--- src/rtl/pipe_adder.sv ---
// pipe_adder: pipelined add/subtract unit. Each of STAGES stages resolves one
// WIDTH/STAGES-bit chunk and hands its carry to the next stage through a register.
// Operands travel with the transaction (skew) and finished low chunks are carried
// along with it (de-skew), so the last stage holds the complete result.
module pipe_adder #(
   parameter int unsigned WIDTH  = 32,
   parameter int unsigned STAGES = 4
) (
   input  logic             clk,
   input  logic             rst_n,
   input  logic             in_valid,
   output logic             in_ready,
   input  logic [WIDTH-1:0] in_a,
   input  logic [WIDTH-1:0] in_b,
   input  logic             in_cin,
   input  logic             in_sub,
   output logic             out_valid,
   input  logic             out_ready,
   output logic [WIDTH-1:0] out_sum,
   output logic             out_cout,
   output logic             out_ovf,
   output logic             out_zero
);

   localparam int unsigned Chunk = WIDTH / STAGES;

   // Per-stage occupancy and handshake strobes
   logic [STAGES-1:0] valid_q, valid_d;
   logic [STAGES-1:0] load;
   logic [STAGES-1:0] adv;

   // Per-stage payload: A and effective B travel whole, sum fills in chunk by chunk
   logic [WIDTH-1:0]  a_q   [STAGES];
   logic [WIDTH-1:0]  a_d   [STAGES];
   logic [WIDTH-1:0]  b_q   [STAGES];
   logic [WIDTH-1:0]  b_d   [STAGES];
   logic [WIDTH-1:0]  sum_q [STAGES];
   logic [WIDTH-1:0]  sum_d [STAGES];
   logic [STAGES-1:0] carry_q, carry_d;

   // Subtraction folds into addition: a + ~b + ~cin
   logic [WIDTH-1:0]  b_eff;
   logic              cin_eff;

   // Handshake: resolve advance from the output backwards so bubbles collapse
   always_comb begin
      int prv;
      int nxt;
      adv      = '0;
      load     = '0;
      valid_d  = '0;
      in_ready = 1'b0;
      prv      = 0;
      nxt      = 0;
      for (int k = int'(STAGES) - 1; k >= 0; k--) begin
         prv = (k > 0) ? k - 1 : 0;
         nxt = (k < int'(STAGES) - 1) ? k + 1 : k;
         if (k == int'(STAGES) - 1) begin
            adv[k] = valid_q[k] & out_ready;
         end else begin
            adv[k] = valid_q[k] & load[nxt];
         end
         if (k > 0) begin
            load[k] = valid_q[prv] & (~valid_q[k] | adv[k]);
         end
      end
      in_ready = ~valid_q[0] | adv[0];
      load[0]  = in_valid & in_ready;
      for (int k = 0; k < int'(STAGES); k++) begin
         valid_d[k] = load[k] | (valid_q[k] & ~adv[k]);
      end
   end

   // Datapath: each stage adds its own chunk on top of what the previous stage holds
   always_comb begin
      logic [WIDTH-1:0] a_src;
      logic [WIDTH-1:0] b_src;
      logic [WIDTH-1:0] s_src;
      logic             c_src;
      logic [Chunk:0]   part;
      int               prv;
      b_eff   = in_sub ? ~in_b : in_b;
      cin_eff = in_cin ^ in_sub;
      a_d     = '{default: '0};
      b_d     = '{default: '0};
      sum_d   = '{default: '0};
      carry_d = '0;
      a_src   = '0;
      b_src   = '0;
      s_src   = '0;
      c_src   = 1'b0;
      part    = '0;
      prv     = 0;
      for (int k = 0; k < int'(STAGES); k++) begin
         prv = (k > 0) ? k - 1 : 0;
         if (k == 0) begin
            a_src = in_a;
            b_src = b_eff;
            s_src = '0;
            c_src = cin_eff;
         end else begin
            a_src = a_q[prv];
            b_src = b_q[prv];
            s_src = sum_q[prv];
            c_src = carry_q[prv];
         end
         part = {1'b0, a_src[k*Chunk +: Chunk]} + {1'b0, b_src[k*Chunk +: Chunk]}
              + {{Chunk{1'b0}}, c_src};
         a_d[k]                      = a_src;
         b_d[k]                      = b_src;
         sum_d[k]                    = s_src;
         sum_d[k][k*Chunk +: Chunk]  = part[Chunk-1:0];
         carry_d[k]                  = part[Chunk];
      end
   end

   // Stage registers: payload only moves on load, so a stalled output holds steady
   always_ff @(posedge clk or negedge rst_n) begin
      if (!rst_n) begin
         valid_q <= '0;
         carry_q <= '0;
         for (int k = 0; k < int'(STAGES); k++) begin
            a_q[k]   <= '0;
            b_q[k]   <= '0;
            sum_q[k] <= '0;
         end
      end else begin
         valid_q <= valid_d;
         for (int k = 0; k < int'(STAGES); k++) begin
            if (load[k]) begin
               a_q[k]     <= a_d[k];
               b_q[k]     <= b_d[k];
               sum_q[k]   <= sum_d[k];
               carry_q[k] <= carry_d[k];
            end
         end
      end
   end

   // Result flags derive from the last stage's registered contents
   always_comb begin
      out_valid = valid_q[STAGES-1];
      out_sum   = sum_q[STAGES-1];
      out_cout  = carry_q[STAGES-1];
      out_ovf   = (a_q[STAGES-1][WIDTH-1] == b_q[STAGES-1][WIDTH-1])
                & (sum_q[STAGES-1][WIDTH-1] != a_q[STAGES-1][WIDTH-1]);
      out_zero  = (sum_q[STAGES-1] == '0);
   end

endmodule
--- config.mk ---
export PLATFORM = sky130hd
export DESIGN_NAME = pipe_adder
export DESIGN_NICKNAME = d
export VERILOG_FILES = /design/src/rtl/pipe_adder.sv
export SDC_FILE = /design/constraint.sdc
export NUM_CORES = 1
export LEC_CHECK = 0
export ABC_AREA = 1
export BUFFER_PORTS_ARGS = -buffer_cell sky130_fd_sc_hd__buf_4
export CAP_MARGIN = 25
export CORE_MARGIN = 2
export CORE_UTILIZATION = 44
export DETAILED_ROUTE_END_ITERATION = 7
export REMOVE_ABC_BUFFERS = 1
export SLEW_MARGIN = 10
export SYNTH_ARGS = -nofsm -noshare
export SYNTH_HDL_FRONTEND = slang
export SYNTH_SLANG_ARGS = --single-unit
--- constraint.sdc ---
create_clock -name clk -period 2.7 [get_ports clk]
set_clock_uncertainty 0.2 [all_clocks]
set_input_delay 0.81 -clock clk [delete_from_list [all_inputs] [get_ports clk]]
set_output_delay 0.81 -clock clk [all_outputs]
set_load 0.03 [all_outputs]
## Word-level counts from Yosys, hierarchy flattened

Index checks and enable logic that the tools add are counted.
W data, S select, Z words.

| storage, ports and cells | value |
|---|---|
| bits in registers | 344 |
| output and inout port bits | 37 |
| word-level logic and storage cells | 60 |
| bits of input ports | 70 |

| operators by class | value |
|---|---|
| muxes and demuxes | 1 |
| add/subtract/negate cells | 8 |
| bitwise logic cells | 31 |
| equality and inequality tests | 2 |
| reductions and logical operators | 1 |

Operators with widths:

| kind | count |
|---|---|
| $add A8 B8 Y9 | 4 |
| $add A9 B1 Y9 | 4 |
| $logic_not A32 Y1 | 1 |
| $mux W32 | 1 |
| $not A32 Y32 | 1 |
| $and A1 B1 Y1 | 13 |
| $not A1 Y1 | 8 |
| $or A1 B1 Y1 | 8 |
| $eq A1 B1 Y1 | 1 |
| $ne A1 B1 Y1 | 1 |
| $xor A1 B1 Y1 | 1 |

## Logic depth before layout (Yosys ltp)

| depth | value |
|---|---|
| depth in word-level cells | 13 |
| gate-level depth with buffers | 14 |
| gate-level depth less buffers | 12 |

## Worst setup path before layout

OpenSTA, ideal clock, no wires.

| timing path | value |
|---|---|
| kind | input port to flip-flop |
| start | in in_sub |
| end | reg sum_q, in the netlist sum_d[70] |
| setup time | 0.117 ns |
| path buffers | 2 |
| stages on the path | 14 |
| data arrival time | 2.487 ns |
| data required time | 2.383 ns |
| setup slack | -0.105 ns |
| cells stage by stage | buf_2 buf_2 xor2_1 fa_1 inv_1 fa_1 inv_1 nand2_1 nand2_1 nand3_1 nand2_1 nand2_1 nand3_1 nand2_1 |

| between the ends | value |
|---|---|
| word-level cells in the longest chain between the ends | 3 |

RTL lines:

| item | RTL line | RTL |
|---|---|---|
| start, declared | 16 | `input logic in_sub,` |
| $mux W32 | 82 | `b_eff = in_sub ? ~in_b : in_b;` |
| $add A8 B8 Y9 | 107 | `part = {1'b0, a_src[k*Chunk +: Chunk]} + {1'b0, b_src[k*Chunk +: Chunk]}` |
| $add A9 B1 Y9 (*) | 108 | `+ {{Chunk{1'b0}}, c_src};` |
| end signal, assigned by index | 133 | `sum_q[k] <= sum_d[k];` |
| end, declared | 37 | `logic [WIDTH-1:0] sum_q [STAGES];` |

Every way passes the cells marked *; elsewhere a longest branch is shown, timed or not.
A chain may end at the register's enable or synchronous reset.

## Final worst setup path

| timing path | value |
|---|---|
| start | reg sum_q, in the netlist out_sum[2] |
| end | out out_zero |

| between the ends | value |
|---|---|
| word-level cells in the longest chain between the ends | 1 |

RTL lines:

| item | RTL line | RTL |
|---|---|---|
| $logic_not A32 Y1 | 147 | `out_zero = (sum_q[STAGES-1] == '0);` |
| end, declared | 22 | `output logic out_zero` |

Every way passes these cells.

==> metrics.md <==
| Metric | Value |
|---|---|
| Critical path startpoint category | flip-flop |
| Number of hold violations in the final report | 0 |
| Number of design rule violations left after detail routing | 0 |
| Number of clock sinks | 186 |
| Met2 GRT Util | 0.308 |
| Later-pin clock latency in the skew report | 0.42 ns |
| Initial antenna violation count | 0 |
| Crit path capture type | output port |
| Die X | 145 um |
| Mean number of vias per cell | 4.65 |
| Critical path class | flip-flop to output port |
| Initial Util | 0.449 |
| Count of unique library cells instantiated by Yosys | 31 |
| Post-layout net count | 1250 |
| Met1 Usage GRT | 0.258 |
| Gr busiest metal | met2 |
| Setup slack on the worst flop-to-flop path | 0.42 ns |
| Die area | approximately 21000 um2 |
| Clock slew seen by the registers of the worst setup and hold paths | 0.06 ns |
| CTS Buffer Depth | 2 |
| Syn_area_per_cell | between 8 and 9 um2 |
| Slew HR | 0.640 |
| Outcome | finished, final reports clean |
| Peak supply drop | 389 uV |
| Total length of routed wires | about 19000 um |
| Number of synthesis warnings | 0 |
| Hold WC Path Type | input port to asynchronous set/reset pin |
| Via count of the first global-routing pass | 6462 |
| Core footprint | 19500 um2 |
| Number of storage elements in the synthesis netlist | 186 |
| Highest clock frequency the design can meet | 374 MHz |
| Total of max-cap violations | 0 |
| Slew at the pin with the worst max-slew slack | about 0.54 ns |
| Overall power after layout | 9.85 mW |
| CTS tree | built |
| Most used flip-flop cell after synthesis | sky130_fd_sc_hd__dfrtp_1 |
| Placer's final routability congestion estimate | 0.810 |
| Critical-path cell with the highest stage delay | sky130_fd_sc_hd__dfrtp_1 |
| Remaining global-route overflow | 0 |
| Register area share after synthesis | 0.530 |
| Top cell type's share of synthesized area | 0.530 |
| Setup TNS Final | 0 ns |
| Inserted Clock Buffers | 17 |
| Static leakage | 5.60 nW |
| Remaining antenna violation count | 0 |
| Fraction of met3 tracks used by global routing | 0.0368 |
| Antenna diode instance count | 0 |
| Share of flip-flops with an asynchronous set or reset | 1.00 |
| Detailed-route via count | roughly 6600 |
| Number of DRC markers in iteration 0 | 309 |
| Max-slew violation total from the final report | 0 |
| Synth-to-layout area growth | 20.3% |
| Count of buffers from port buffering | between 100 and 150 |
| Area of the multi-input gates | 3550 um2 |
| Number of flops mapped to enable cells by yosys | 0 |
| Post-detailed-route wirelength per cell | 13.2 um |
| Endpoints failing setup | 0 |
| Crit path max fanout | 3 |
| Layout cell share with drive strength beyond 1 | 0.158 |
| Library cell occupying the most area in the post-synthesis netlist | sky130_fd_sc_hd__dfrtp_1 |
| Root cell of the clock tree | sky130_fd_sc_hd__clkbuf_16 |
| Netlist area before placement | 8780 um2 |
| Delay contributed by the slowest stage of the critical path | 0.43 ns |
| Setup repair after global routing missed its margin | true |
| Ports | ~110 |
| Std cell rows | 51 |
| CTS H-tree lvls | 4 |
| First-pass GRT wire length | 32300 um |
| Most common cell in the netlist | sky130_fd_sc_hd__nand2_1 |
| Pin count of the biggest net entering global routing | 60 |
| Cells along the critical path | nor4_4 -> nand3b_1 -> nor2_1 -> buf_4 |
| Count of filler cells inserted in the layout | about 1900 |
| Cell area power density | 933 nW/um2 |
| Post-route clock period utilization | 0.990 |
| Tot GR Track Use | 0.188 |
| Detailed-placement wirelength estimate | 13000 um |
| Area used by sequential logic in the layout | around 4700 um2 |
| Critical path data arrival time | 1.66 ns |
| Min Tclk post-route | between 2 and 3 ns |
| Vertical extent of the die | 145 um |
| Critical path required time | 1.69 ns |
| Most instantiated cells after synthesis | 416 x sky130_fd_sc_hd__nand2_1, 186 x sky130_fd_sc_hd__dfrtp_1, 96 x sky130_fd_sc_hd__inv_1 |
| Cell types with the largest area share after synthesis | sky130_fd_sc_hd__dfrtp_1 53%, sky130_fd_sc_hd__nand2_1 18%, sky130_fd_sc_hd__o21ai_0 5.4%, sky130_fd_sc_hd__inv_1 4.1%, sky130_fd_sc_hd__ha_1 4.0% |
| Pre-antenna DRT Iters | 5 |
| Number of cells produced by synthesis | 1029 |
logic make-up (layout without fill, tap and decap cells):
family / count (synthesis) / count (layout) / synth area share
buf+inv: 137 / 263 / 0.0689
simple gates: 513 / 513 / 0.236
compound gates: 120 / 120 / 0.0700
xor+xnor: 37 / 37 / 0.0369
fa+ha+maj: 36 / 36 / 0.0582
flops: 186 / 186 / 0.530
placed cells by master, fill, tap and decap left out, drive strengths merged, types with 2 or more instances in the layout:
cell type,n
ha,28
o21bai,2
or2,10
o21ai,97
buf,135
a21oi,16
clkbuf,25
nor4,4
xnor2,9
clkinv,4
nand3b,9
nand2,416
inv,97
and2,2
nand4,2
fa,8
nor2,32
dfrtp,186
o22ai,3
xor2,28
nand3,37
routing by layer:
layer	wire length, um	share of wire	vias up
met4	248	0.013	0
li1	-	-	3440
met3	604	0.032	18
met2	8850	0.47	93
met1	9060	0.48	3056
met5	0	0	-
final cells by class:
cell class | count | share of cell area
Multi-Input combinational cell | 706 | 0.336
Inverter | 97 | 0.0347
Clock inverter | 6 | 0.00616
Sequential cell | 186 | 0.441
Clock buffer | 24 | 0.0466
Tap cell | 265 | 0.0314
Timing Repair Buffer | 136 | 0.104
timing repair:
action / 4_1_cts / 5_1_grt
hold buffers: 0 / 0
setup buffers: 1 / 9
gates resized for setup: 4 / 3
pin swaps: 1 / 7
hold endpoints to repair: 0 / 0
endpoints found under the setup margin: 1 / 1
flip-flops by register name (all words and copies together), names as in the netlist:
signal and count:
a_d 48, b_d 48, sum_d 48, out_sum 32, carry_q 4, valid_q 4, a_q 1, b_q 1
power by group:
group	total [mW]	internal (mW)	switching, mW
clock	2.36	1.36	1.01
sequential	4.17	3.63	0.542
combinational	3.32	1.33	1.99
critical path, delay by kind of cell (launching register included):
family                 cells  cell delay (ns)
flip-flops                 1             0.43
AND/OR/NAND/NOR            3             0.65
buffers and inverters      1             0.17
worst paths after layout:
check	start	to	cells past startpoint
worst max-delay path	out_sum[2]$_DFFE_PN0P_	out_zero	4
worst min-delay path	rst_n	a_d[72]$_DFFE_PN0P_	1
worst max register to register	a_d[72]$_DFFE_PN0P_	sum_d[46]$_DFFE_PN0P_	9
worst min register to register	sum_d[46]$_DFFE_PN0P_	sum_d[14]$_DFFE_PN0P_	2
max in group asynchronous	rst_n	valid_q[3]$_DFF_PN0_	2
min in group clk	sum_d[46]$_DFFE_PN0P_	sum_d[14]$_DFFE_PN0P_	2
through the flow:
step | setup WS, ns | cells | area (um2) | hold WS [ns] | utilization
6_report | 0.0268 | 1420 | 10600 | 0.161 | 0.541
5_1_grt | -0.0643 | 1420 | 10600 | 0.193 | 0.541
4_1_cts | 0.00515 | 1411 | 10500 | 0.188 | 0.537
3_5_place_dp | 0.0168 | 1380 | 9890 | 0.254 | 0.507
3_3_place_gp | 0.0469 | 1379 | 9870 | 0.251 | 0.505
2_1_floorplan | -0.416 | 989 | 8540 | 0.242 | -
Power figures use the tool's default switching activity.
